### src/rtl/fetch_pc_unit_pkg.sv
// fetch_pkg: shared constants and FSM state type for the instruction-fetch stage.
package fetch_pkg;
    localparam logic [31:0] RESET_PC_DEF  = 32'h0000_0000;
    localparam logic [31:0] NOP_INSTR_DEF = 32'h0000_0013;
    localparam logic [4:0]  OPC_BRANCH    = 5'b11000;
    typedef enum logic [1:0] {RUN, STALL, STALL_PEND} state_t;
endpackage

### src/rtl/fetch_pc_unit_if.sv
// fetch_pc_unit_if: predictor/hazard inputs, imem port and IF/ID outputs of the fetch stage.
interface fetch_pc_unit_if;
    logic        stall_i;
    logic        pc_control_i;
    logic [31:0] pc_address_i;
    logic        flush_control_i;
    logic [31:0] instr_i;
    logic [31:0] imem_addr_o;
    logic [31:0] pc_o;
    logic [4:0]  opcode_o;
    logic [31:0] ifid_pc_o;
    logic [31:0] ifid_instr_o;
    logic        ifid_valid_o;
    logic [15:0] flush_cnt_o;
    modport master (
        output stall_i, pc_control_i, pc_address_i, flush_control_i, instr_i,
        input  imem_addr_o, pc_o, opcode_o, ifid_pc_o, ifid_instr_o, ifid_valid_o, flush_cnt_o
    );
    modport slave (
        input  stall_i, pc_control_i, pc_address_i, flush_control_i, instr_i,
        output imem_addr_o, pc_o, opcode_o, ifid_pc_o, ifid_instr_o, ifid_valid_o, flush_cnt_o
    );
endinterface

### src/rtl/fetch_pc_unit_ifid_reg.sv
// ifid_reg: IF/ID pipeline register; flush inserts a bubble and wins over load.
module ifid_reg import fetch_pkg::*; #(
    parameter logic [31:0] NOP_INSTR = NOP_INSTR_DEF
) (
    input  logic        clk_i,
    input  logic        rst_ni,
    input  logic        load,
    input  logic        flush,
    input  logic [31:0] pc,
    input  logic [31:0] instr,
    output logic [31:0] ifid_pc,
    output logic [31:0] ifid_instr,
    output logic        ifid_valid
);
    always_ff @(posedge clk_i or negedge rst_ni) begin
        if (!rst_ni) begin
            ifid_pc    <= '0;
            ifid_instr <= NOP_INSTR;
            ifid_valid <= 1'b0;
        end else if (flush) begin
            ifid_pc    <= '0;
            ifid_instr <= NOP_INSTR;
            ifid_valid <= 1'b0;
        end else if (load) begin
            ifid_pc    <= pc;
            ifid_instr <= instr;
            ifid_valid <= 1'b1;
        end
    end
endmodule

### src/rtl/fetch_pc_unit.sv
// fetch_pc_unit: program counter, redirect handling with a one-entry pending buffer
// for redirects seen during a stall, and the IF/ID register.
module fetch_pc_unit import fetch_pkg::*; #(
    parameter logic [31:0] RESET_PC  = RESET_PC_DEF,
    parameter logic [31:0] NOP_INSTR = NOP_INSTR_DEF
) (
    input logic           clk_i,
    input logic           rst_ni,
    fetch_pc_unit_if.slave bus
);
    state_t      state, state_next;
    logic [31:0] pc, pc_next, pend_addr, pend_addr_next;
    logic        pend_flush, pend_flush_next;
    logic [15:0] flush_cnt;
    logic        ifid_load, ifid_flush;
    logic        pend;

    assign pend = state == STALL_PEND;

    always_ff @(posedge clk_i or negedge rst_ni) begin
        if (!rst_ni) state <= RUN;
        else         state <= state_next;
    end

    always_comb begin
        state_next      = state;
        pc_next         = pc;
        pend_addr_next  = pend_addr;
        pend_flush_next = pend_flush;
        ifid_load       = 1'b0;
        ifid_flush      = bus.flush_control_i;
        if (!bus.stall_i) begin
            pc_next         = bus.pc_control_i ? bus.pc_address_i : pend ? pend_addr : pc + 32'd4;
            ifid_flush      = bus.flush_control_i | (pend & pend_flush);
            ifid_load       = 1'b1;
            pend_addr_next  = '0;
            pend_flush_next = 1'b0;
            state_next      = RUN;
        end else if (pend) begin
            pend_addr_next  = bus.pc_control_i ? bus.pc_address_i : pend_addr;
            pend_flush_next = pend_flush | bus.flush_control_i;
        end else begin
            // a redirect during a stall is buffered so it is never lost
            state_next      = bus.pc_control_i ? STALL_PEND : STALL;
            pend_addr_next  = bus.pc_control_i ? bus.pc_address_i : pend_addr;
            pend_flush_next = bus.pc_control_i ? bus.flush_control_i : pend_flush;
        end
    end

    always_ff @(posedge clk_i or negedge rst_ni) begin
        if (!rst_ni) begin
            pc         <= RESET_PC;
            pend_addr  <= '0;
            pend_flush <= 1'b0;
            flush_cnt  <= '0;
        end else begin
            pc         <= pc_next;
            pend_addr  <= pend_addr_next;
            pend_flush <= pend_flush_next;
            if (bus.flush_control_i && flush_cnt != 16'hFFFF) flush_cnt <= flush_cnt + 16'd1;
        end
    end

    ifid_reg #(.NOP_INSTR(NOP_INSTR)) u_ifid (
        .clk_i      (clk_i),
        .rst_ni     (rst_ni),
        .load       (ifid_load),
        .flush      (ifid_flush),
        .pc         (pc),
        .instr      (bus.instr_i),
        .ifid_pc    (bus.ifid_pc_o),
        .ifid_instr (bus.ifid_instr_o),
        .ifid_valid (bus.ifid_valid_o)
    );

    assign bus.imem_addr_o = pc;
    assign bus.pc_o        = pc;
    assign bus.opcode_o    = bus.instr_i[6:2];
    assign bus.flush_cnt_o = flush_cnt;
endmodule

### src/flat_wrapper.sv
// flat-port wrapper written by rule: the top's interface ports become plain ports
module fetch_pc_unit_flat import fetch_pkg::*;
#(
    parameter logic [31:0] RESET_PC  = RESET_PC_DEF,
    parameter logic [31:0] NOP_INSTR = NOP_INSTR_DEF
)
  (clk_i, rst_ni, bus_stall_i, bus_pc_control_i, bus_pc_address_i, bus_flush_control_i, bus_instr_i, bus_imem_addr_o, bus_pc_o, bus_opcode_o, bus_ifid_pc_o, bus_ifid_instr_o, bus_ifid_valid_o, bus_flush_cnt_o);
  fetch_pc_unit_if bus_i ();
  input logic clk_i;
  input logic rst_ni;
  input wire logic [$bits(bus_i.stall_i)-1:0] bus_stall_i;
  input wire logic [$bits(bus_i.pc_control_i)-1:0] bus_pc_control_i;
  input wire logic [$bits(bus_i.pc_address_i)-1:0] bus_pc_address_i;
  input wire logic [$bits(bus_i.flush_control_i)-1:0] bus_flush_control_i;
  input wire logic [$bits(bus_i.instr_i)-1:0] bus_instr_i;
  output wire logic [$bits(bus_i.imem_addr_o)-1:0] bus_imem_addr_o;
  output wire logic [$bits(bus_i.pc_o)-1:0] bus_pc_o;
  output wire logic [$bits(bus_i.opcode_o)-1:0] bus_opcode_o;
  output wire logic [$bits(bus_i.ifid_pc_o)-1:0] bus_ifid_pc_o;
  output wire logic [$bits(bus_i.ifid_instr_o)-1:0] bus_ifid_instr_o;
  output wire logic [$bits(bus_i.ifid_valid_o)-1:0] bus_ifid_valid_o;
  output wire logic [$bits(bus_i.flush_cnt_o)-1:0] bus_flush_cnt_o;
  assign bus_i.stall_i = bus_stall_i;
  assign bus_i.pc_control_i = bus_pc_control_i;
  assign bus_i.pc_address_i = bus_pc_address_i;
  assign bus_i.flush_control_i = bus_flush_control_i;
  assign bus_i.instr_i = bus_instr_i;
  assign bus_imem_addr_o = bus_i.imem_addr_o;
  assign bus_pc_o = bus_i.pc_o;
  assign bus_opcode_o = bus_i.opcode_o;
  assign bus_ifid_pc_o = bus_i.ifid_pc_o;
  assign bus_ifid_instr_o = bus_i.ifid_instr_o;
  assign bus_ifid_valid_o = bus_i.ifid_valid_o;
  assign bus_flush_cnt_o = bus_i.flush_cnt_o;
  fetch_pc_unit #(.RESET_PC(RESET_PC), .NOP_INSTR(NOP_INSTR)) u_core (.clk_i(clk_i), .rst_ni(rst_ni), .bus(bus_i));
endmodule
### config.mk
export PLATFORM = sky130hd
export DESIGN_NAME = fetch_pc_unit_flat
export DESIGN_NICKNAME = d
export VERILOG_FILES = /design/src/rtl/fetch_pc_unit_pkg.sv /design/src/rtl/fetch_pc_unit_if.sv /design/src/rtl/fetch_pc_unit_ifid_reg.sv /design/src/rtl/fetch_pc_unit.sv /design/src/flat_wrapper.sv
export SDC_FILE = /design/constraint.sdc
export NUM_CORES = 1
export LEC_CHECK = 0
export CORE_MARGIN = 2
export CORE_UTILIZATION = 42
export DETAILED_ROUTE_END_ITERATION = 8
export GPL_ROUTABILITY_DRIVEN = 0
export PLACE_DENSITY = 0.76
export SLEW_MARGIN = 20
export SYNTH_ARGS = -nofsm -noshare
export SYNTH_HDL_FRONTEND = slang
export SYNTH_SLANG_ARGS = --single-unit
### constraint.sdc
create_clock -name clk_i -period 1.9 [get_ports clk_i]
set_input_delay 0.19 -clock clk_i [delete_from_list [all_inputs] [get_ports clk_i]]
set_output_delay 0.19 -clock clk_i [all_outputs]
set_load 0.01 [all_outputs]
==> results.tsv <==
metric	value	unit
Yosys top cell area share	51.95	%
Lkg Pwr	4.424	nW
share of layout cells above drive strength 1	13.12	%
ys async rst share	100.0	%
placed cell area	9552	um^2
syn nets	746	
status	finished, final reports clean	
cell family with most CP delay	simple AND/OR/NAND/NOR gates	
vias	6085	
DR DRC count	0	
first-pass GRT wire length	31.63	mm
Crit Path Max Fanout	3	
final setup violation count	0	
Top Ports	219	
Cells after Synth	675	
largest net degree at the start of global routing	71	
Final Util	62.10	%
VDD IR max	0.7055	mV
die height	133.0	um
reg-to-reg slack, setup	0.04	ns
mean post-synth cell area	10.35	um^2
commonest cells in the synthesized netlist	145 x dfrtp_1, 63 x a22o_1, 63 x nor2_1, 45 x a21oi_1, 43 x nand2_1	
DPL Wire Length	14.71	mm
Starting DRT DRC Count	435	
CTS clk-pin slew, worst paths	0.06	ns
Hold Crit Start	bus_pc_control_i	
total CTS buffers	17	
First-pass DRT Iterations	5	
Antenna Diode Count	0	
CP max-delay cell	or4_4	
Port Buffers	218	
Area Overhead vs Synth	45.88	%
Least-Margin Pin Slew	0.8859	ns
worst path arrival time	2.20	ns
critical path type	reg2reg	
final count of hold timing violations	0	
Ys Warns	0	
row count	47	
number of max-cap violations	0	
Post-synth top flop	dfrtp_1	
Tmin final	1.859	ns
Synth Cell Area	6984	um^2
clk_skew	0.008117	ns
area of the multi-input gates	2846	um^2
Distinct cells, synth	56	
H-Tree Depth	4	
Slew HR	40.80	%
largest cells by area after synthesis	dfrtp_1 52%, a22o_1 7.9%, buf_4 4.0%	
crit path capture type	flop	
fmax	538.0	MHz
Critical Path Start	u_core.bus.imem_addr_o[3]	
critical path startpoint category	flop	
most frequent cell after synthesis	dfrtp_1	
vias per inst	5.399	
CP Buf/Inv Count	0	
GRT Overall Usage	22.82	%
Post-synth EDFFs	0	
Final Instance Area	10190	um^2
worst path cell trace	ha_4, nand2_2, or4_4, or3_1, xor2_1, a31oi_1	
die area	17680	um^2
FILL cells	1347	
core footprint	16410	um^2
initial antenna violation count	0	
Synth area leader	dfrtp_1	
worst skew pair latency	0.42	ns
remaining antenna violation count	0	
sequential fraction of the synthesis area	53.08	%
root buf cell	clkbuf_16	
max-slew violation count	0	
drt total wl	20.21	mm
initial core utilization	42.57	%
CTS Buffer Depth	2	
CP peak stage delay	0.53	ns
Chip Width	133.0	um
post-route clock period utilization	97.83	%
register area	3710	um^2
Seq cells post-synth	148	
HP Class	in2reg	
post-DR wirelength/cell	17.93	um
CTS tree	built	
worst path required time	2.24	ns
NumNets Final	965	
Num Clock Sinks	148	
RSZ-0062 raised after global routing	true	
gr ovfl total	0	
pwr/cell area	920.7	nW/um^2
Reg2Reg Launch Point	u_core.bus.imem_addr_o[3]	
vias in the first global route	5710	
## report_power, final
group / leakage [nW] / switching, mW / internal [mW]
clock: 0.276 / 1.42 / 1.97
sequential: 1.92 / 0.260 / 3.46
combinational: 2.23 / 1.05 / 1.22
total: 4.42 / 2.73 / 6.65
## per-layer routing
metal  up-vias  track usage [%]  part of all wire (%)
met2       270            34.83                    46
met4         0            7.348                   1.5
met3        25            5.019                   7.2
met1      2921            32.53                    45
li1       2869                -                     -
met5         -                0                     0
## cell type report
cell class / instances / share of cell area, %
clock inverters: 15 / 1.670
flip-flops and latches: 148 / 36.41
repair buffers: 281 / 26.73
inverters: 10 / 0.3684
multi-input cells: 436 / 27.94
clock buffers: 17 / 4.175
well taps: 220 / 2.702
## layout by cell type (no fill, tap or decap), types with 5 or more instances in the layout
cell type        count
a31oi_1              7
a211oi_1             8
nor2_1              61
a221oi_1             7
nand2b_1            17
clkbuf_16           17
clkdlybuf4s50_1    215
a21oi_1             45
inv_1                9
mux2i_1             22
inv_6                6
buf_4               56
nand4_1             15
o21ai_0             33
nor3_1              11
dfrtp_1            143
buf_12               6
nand3_1             13
and3_1               6
a22o_1              63
xnor2_1             12
nand2_1             42
clkinvlp_4           5
xor2_1               7
a22oi_1              7
## sequential cells by signal (all words and copies together) (netlist names)
register / cells
u_core.bus.imem_addr_o: 32
u_core.u_ifid.ifid_valid: 1
u_core.bus.flush_cnt_o: 16
u_core.pend_flush: 1
u_core.u_ifid.ifid_instr: 32
u_core.pend_addr: 32
u_core.u_ifid.ifid_pc: 32
u_core.state: 2
## cell families after synthesis
kind of cell	count (synthesis)	synth area share (%)
adders and majority gates	2	0.3582
DFF	148	53.08
xor gates and xnor gates	19	2.383
AOI/OAI and AO/OA	199	20.05
muxes	24	3.475
and+or+nand+nor	192	13.76
buffers and inverters	91	6.897
## worst min-delay path, delay by kind of cell
family	cells	cell delay, ns
buf+inv	1	0.19
simple gates	1	0.14
compound gates	1	0.07
## stage by stage
| step | setup slack (ns) | hold WS [ns] | TNS, ns | cells | power (mW) |
|---|---|---|---|---|---|
| 3_5_place_dp | -0.04134 | 0.1647 | -0.3407 | 1092 | 6.045 |
| 6_report | 0.04124 | 0.2225 | 0 | 1127 | 9.380 |
| 3_3_place_gp | -0.03137 | 0.1625 | -0.2767 | 1092 | 6.001 |
| 2_1_floorplan | -0.03147 | -0.1056 | -0.03147 | 675 | 4.754 |
| 4_1_cts | 0.008421 | 0.2003 | 0 | 1125 | 9.441 |
| 5_1_grt | -0.02859 | 0.2366 | -0.02859 | 1127 | 9.764 |
## repair_timing
item	4_1_cts	5_1_grt
endpoints found under the setup margin	0	12
buffers inserted	0	2
resized for setup	0	7
endpoints found under the hold margin	45	0
hold buffers	1	0
## path summary, 6_finish.rpt
check	cells past startpoint	endpoint
worst max-delay path	6	u_core.bus.imem_addr_o[20]
worst min-delay path	3	u_core.pend_addr[20]
worst max register to register	6	u_core.bus.imem_addr_o[20]
worst min register to register	2	u_core.u_ifid.ifid_pc[2]
max in group asynchronous	3	u_core.u_ifid.ifid_instr[9]
min in group asynchronous	2	u_core.u_ifid.ifid_instr[14]
(Power assumes the default switching activity.)
